--- config.mk ---
export PLATFORM = sky130hd
export DESIGN_NAME = wshb_arbiter
export DESIGN_NICKNAME = d
export VERILOG_FILES = /design/src/rtl/wshb_arbiter.sv
export SDC_FILE = /design/constraint.sdc
export NUM_CORES = 1
export LEC_CHECK = 0
export CAP_MARGIN = 20
export CELL_PAD_IN_SITES_DETAIL_PLACEMENT = 0
export CELL_PAD_IN_SITES_GLOBAL_PLACEMENT = 2
export CORE_AREA = 2 2 129 131
export DETAILED_ROUTE_END_ITERATION = 7
export DIE_AREA = 0 0 131 133
export DONT_BUFFER_PORTS = 1
export HOLD_SLACK_MARGIN = 0.03
export MAX_ROUTING_LAYER = met4
export PLACE_DENSITY_LB_ADDON = 0.1
export SETUP_SLACK_MARGIN = 0.2
export SLEW_MARGIN = 15
export SYNTH_ARGS = -nofsm -noshare
export SYNTH_HDL_FRONTEND = slang
export SYNTH_SLANG_ARGS = --single-unit
--- constraint.sdc ---
create_clock -name clk -period 2.52 [get_ports clk]
set_clock_uncertainty 0.2 [all_clocks]
set_input_delay 0.504 -clock clk [delete_from_list [all_inputs] [get_ports clk]]
set_output_delay 0.504 -clock clk [all_outputs]
set_load 0.1 [all_outputs]
--- src/rtl/wshb_arbiter.sv ---
// wshb_arbiter -- two-master Wishbone arbiter onto one shared slave.
//
// Purpose:
//   Grants the shared slave to one of two Wishbone masters. Simultaneous
//   requests are settled round-robin. A master that has collected MAX_BURST
//   acks is pre-empted when the other master is waiting. Every change of
//   ownership passes through at least one cycle with s_cyc=0.
//
// Handshake: a transfer completes on a cycle where the owner's cyc and stb
//   are high and the slave returns s_ack. Only the current owner ever sees
//   an ack. A master that is not granted keeps its stb pending until it
//   owns the bus again.
//
// Ports:
//   clk, rst                   clock, synchronous active-high reset
//   mN_cyc/stb/we/adr/sel/dat_ms/cti/bte   master N request side (N=0,1)
//   mN_dat_sm, mN_ack          read data and ack returned to master N
//   s_cyc/stb/we/adr/sel/dat_ms/cti/bte    shared slave request side
//   s_dat_sm, s_ack            shared slave response side
//   grant                      one-hot owner (bit0=m0, bit1=m1), 00 idle
//   dbg_state                  current FSM state (IDLE=0 GNT0=1 GNT1=2 GAP=3)

module wshb_arbiter #(
    parameter int MAX_BURST = 64
) (
    input  logic        clk,
    input  logic        rst,
    input  logic        m0_cyc,
    input  logic        m0_stb,
    input  logic        m0_we,
    input  logic [31:0] m0_adr,
    input  logic [3:0]  m0_sel,
    input  logic [31:0] m0_dat_ms,
    input  logic [2:0]  m0_cti,
    input  logic [1:0]  m0_bte,
    output logic [31:0] m0_dat_sm,
    output logic        m0_ack,
    input  logic        m1_cyc,
    input  logic        m1_stb,
    input  logic        m1_we,
    input  logic [31:0] m1_adr,
    input  logic [3:0]  m1_sel,
    input  logic [31:0] m1_dat_ms,
    input  logic [2:0]  m1_cti,
    input  logic [1:0]  m1_bte,
    output logic [31:0] m1_dat_sm,
    output logic        m1_ack,
    output logic        s_cyc,
    output logic        s_stb,
    output logic        s_we,
    output logic [31:0] s_adr,
    output logic [3:0]  s_sel,
    output logic [31:0] s_dat_ms,
    output logic [2:0]  s_cti,
    output logic [1:0]  s_bte,
    input  logic [31:0] s_dat_sm,
    input  logic        s_ack,
    output logic [1:0]  grant,
    output logic [1:0]  dbg_state
);

    localparam int CW = $clog2(MAX_BURST + 1);
    localparam logic [CW-1:0] MAX_C = MAX_BURST[CW-1:0];

    typedef enum logic [1:0] {
        IDLE = 2'd0,
        GNT0 = 2'd1,
        GNT1 = 2'd2,
        GAP  = 2'd3
    } state_t;

    state_t        state_q, state_d;
    logic          last1_q, last1_d;   // 1: m1 was served last, so m0 wins a tie
    logic [CW-1:0] cnt_q, cnt_d;
    logic [CW-1:0] cnt_inc;
    logic          win1;
    logic          any_req;

    // Saturating increment of the owner's ack count.
    assign cnt_inc = (cnt_q == MAX_C) ? cnt_q : cnt_q + CW'(1);

    // Arbitration used from both IDLE and GAP.
    assign any_req = m0_cyc | m1_cyc;
    assign win1    = (m1_cyc & ~m0_cyc) | (m0_cyc & m1_cyc & ~last1_q);

    always_comb begin
        state_d = state_q;
        last1_d = last1_q;
        cnt_d   = cnt_q;
        case (state_q)
            IDLE, GAP: begin
                if (any_req) begin
                    state_d = win1 ? GNT1 : GNT0;
                    last1_d = win1;
                    cnt_d   = '0;
                end else begin
                    state_d = IDLE;
                end
            end
            GNT0: begin
                if (!m0_cyc) begin
                    state_d = GAP;
                end else if (m0_ack) begin
                    cnt_d = cnt_inc;
                    // Pre-empt on the ack that completes the burst allowance.
                    if (cnt_inc == MAX_C && m1_cyc) state_d = GAP;
                end
            end
            GNT1: begin
                if (!m1_cyc) begin
                    state_d = GAP;
                end else if (m1_ack) begin
                    cnt_d = cnt_inc;
                    if (cnt_inc == MAX_C && m0_cyc) state_d = GAP;
                end
            end
            default: state_d = IDLE;
        endcase
    end

    always_ff @(posedge clk) begin
        if (rst) begin
            state_q <= IDLE;
            last1_q <= 1'b1;
            cnt_q   <= '0;
        end else begin
            state_q <= state_d;
            last1_q <= last1_d;
            cnt_q   <= cnt_d;
        end
    end

    // Slave request mux: owner's signals straight through, all zero otherwise.
    always_comb begin
        s_cyc    = 1'b0;
        s_stb    = 1'b0;
        s_we     = 1'b0;
        s_adr    = '0;
        s_sel    = '0;
        s_dat_ms = '0;
        s_cti    = '0;
        s_bte    = '0;
        case (state_q)
            GNT0: begin
                s_cyc    = m0_cyc;
                s_stb    = m0_stb;
                s_we     = m0_we;
                s_adr    = m0_adr;
                s_sel    = m0_sel;
                s_dat_ms = m0_dat_ms;
                s_cti    = m0_cti;
                s_bte    = m0_bte;
            end
            GNT1: begin
                s_cyc    = m1_cyc;
                s_stb    = m1_stb;
                s_we     = m1_we;
                s_adr    = m1_adr;
                s_sel    = m1_sel;
                s_dat_ms = m1_dat_ms;
                s_cti    = m1_cti;
                s_bte    = m1_bte;
            end
            default: ;
        endcase
    end

    assign m0_ack    = s_ack & (state_q == GNT0) & s_stb;
    assign m1_ack    = s_ack & (state_q == GNT1) & s_stb;
    assign m0_dat_sm = s_dat_sm;
    assign m1_dat_sm = s_dat_sm;

    assign grant     = {state_q == GNT1, state_q == GNT0};
    assign dbg_state = state_q;

endmodule
==> run summary <==
CTS tree: yes
largest net degree at the start of global routing: 53
slew margin rel.: 77.94%
area of the die: 17420 sq um
First-pass DRT Iterations: 4
fraction of registers with async set/reset: 0%
I/O Buffers: 0
post-synth cell types: 44
Setup WS post-layout: 167.1 ps
via/cell ratio: 4.497
WHS: 123.5 ps
FILL cells: 1645
status: finished clean
startpoint types: register
Syn Inst Count: 346
commonest non-fill, non-tap cell in the layout: buf_12
nets: 568
final clock period utilization by the worst path: 93.37%
Worst EP required: 1820 ps
DR DRC count: 0
std cell rows: 47
Fmax: 0.4250 GHz
WL/cell: 19.83 microns
GR Overflow Total: 0
commonest register cell after synthesis: dfxtp_1
chip height: 133 microns
Critical Path Sink Type: output port
sequential area share after synthesis: 8.791%
Synth area leaders: a22oi_1, buf_4, nor2_1
Ys Warns: 0
antenna violations before repair: 0
DP Worst Slack: 112.7 ps
layout cell share with drive strength beyond 1: 77.13%
fin crit period: 2353 ps
Clock Sinks: 10
TritonCTS buffer count: 3
vias in the first global route: 2557
Worst Path Max Fanout: 6
CTS H-tree depth: 1
hold buffers post-CTS: 0
final setup violation count: 0
Die Width: 131 microns
RSZ-0062 raised after global routing: yes
Total GRT Usage: 12.12%
Worst Path Arrival: 1650 ps
initial drt markers: 65
most frequent cells in the layout: buf_12, nor2_4, a22oi_2
area grow syn2layout: 127.6%
post-route insts no fill: 596
clock slew at reported path FFs: 40 ps
DRT antenna net count: 0
Synth Cell Area: 2277 sq um
Core Region: 16170 sq um
Syn Area/Cell: 6.581 sq um
I/O pin cnt: 333
worst hold path type: in2reg
Yosys top cell area share: 24.40%
ANT cells: 0
worst slew pin tran: 327.5 ps
Max Cap Viol: 0
placed insts: 567
Yosys reg bits: 10
clk_lat worst skew: 240 ps
Setup CP Type: reg2out
Initial Utilization: 14.08%
syn nets: 537
clk root buf: clkbuf_16
CTS Buffer Depth: 2
Fin. Hold Viols: 0
Final TNS setup: 0 ps
placed wire-length estimate: 8969 microns
Routed WL: 11820 microns
first-pass GRT wire length: 15730 microns
cell taking the most area after synthesis: a22oi_1
Placer Congestion: 0.7803
Slew Limit Fails: 0
detailed-route via count: 2680
Post-synth EDFFs: 0
## final timing paths
path | from | endpoint | slack [ps] | cells after the start
worst min register to register | last1_q | last1_q | 370 | 2
worst max-delay path | dbg_state[0] | m1_ack | 170 | 7
worst min-delay path | rst | dbg_state[1] | 120 | 1
worst max register to register | dbg_state[0] | cnt_q[4] | 170 | 9
## critical path, stage by stage (launching register included)
cell     delay, ps
dfxtp_4        370
inv_4           40
ha_4           230
and2b_4        290
buf_4          120
nand2_2         60
nor2_4         110
buf_12         180
## registers in the layout (all words and copies together), names as in the netlist
register / cells
cnt_q: 7
dbg_state: 2
last1_q: 1
## layout make-up
type,count,area [sq um],share of cell area [%]
repair buffers,122,2242,43.25
inverters,8,32.53,0.6276
well taps,220,275.3,5.310
flip-flops and latches,10,209.0,4.031
clock buffers,4,78.83,1.521
multi-input cells,232,2346,45.26
## cells in the mapped netlist (all sizes together), types with 2 or more instances
cell and n:
buf 77, inv 8, xnor2 2, a22oi 74, or2 2, and3 2
ha 4, nand2 11, nor3 2, dfxtp 10, clkbuf 19, a31o 2
nand3 3, or3 4, nor2 79, a21oi 12, a311oi 4, nor2b 3
nand4b 2, a31oi 5, o21ai 7
## stage by stage
stage | utilization (%) | instance area [sq um]
2_1_floorplan | - | 3261
3_3_place_gp | 27.63 | 4468
3_5_place_dp | 27.63 | 4468
4_1_cts | 30.39 | 4915
5_1_grt | 32.05 | 5184
6_report | 32.05 | 5184
## logic make-up (layout without fill, tap and decap cells)
logic type | Yosys count | count (layout) | share of synthesized area [%]
AO/OA/AOI/OAI | 112 | 112 | 35.93
XOR/XNOR | 3 | 3 | 1.154
adder cells (fa/ha/maj) | 4 | 4 | 2.198
buffers and inverters | 104 | 134 | 29.62
flip-flops | 10 | 10 | 8.791
AND/OR/NAND/NOR | 113 | 113 | 22.31
## what timing repair did
action                                  in CTS  in global routing
gates cloned                                 6                  3
endpoints found under the hold margin        0                  0
buffers inserted                             7                  9
pin swaps                                   19                 13
resized for setup                           30                 32
endpoints found under the setup margin      81                 77
## metal layers
layer | wire length, microns | global-route usage [%]
met4 | 89 | 1.596
met3 | 1004 | 2.022
met2 | 6621 | 23.32
met1 | 4105 | 13.07
met5 | 0 | -
Power is not shown: default switching activity piles up to over one toggle a cycle in this logic, so the estimate is an artifact.
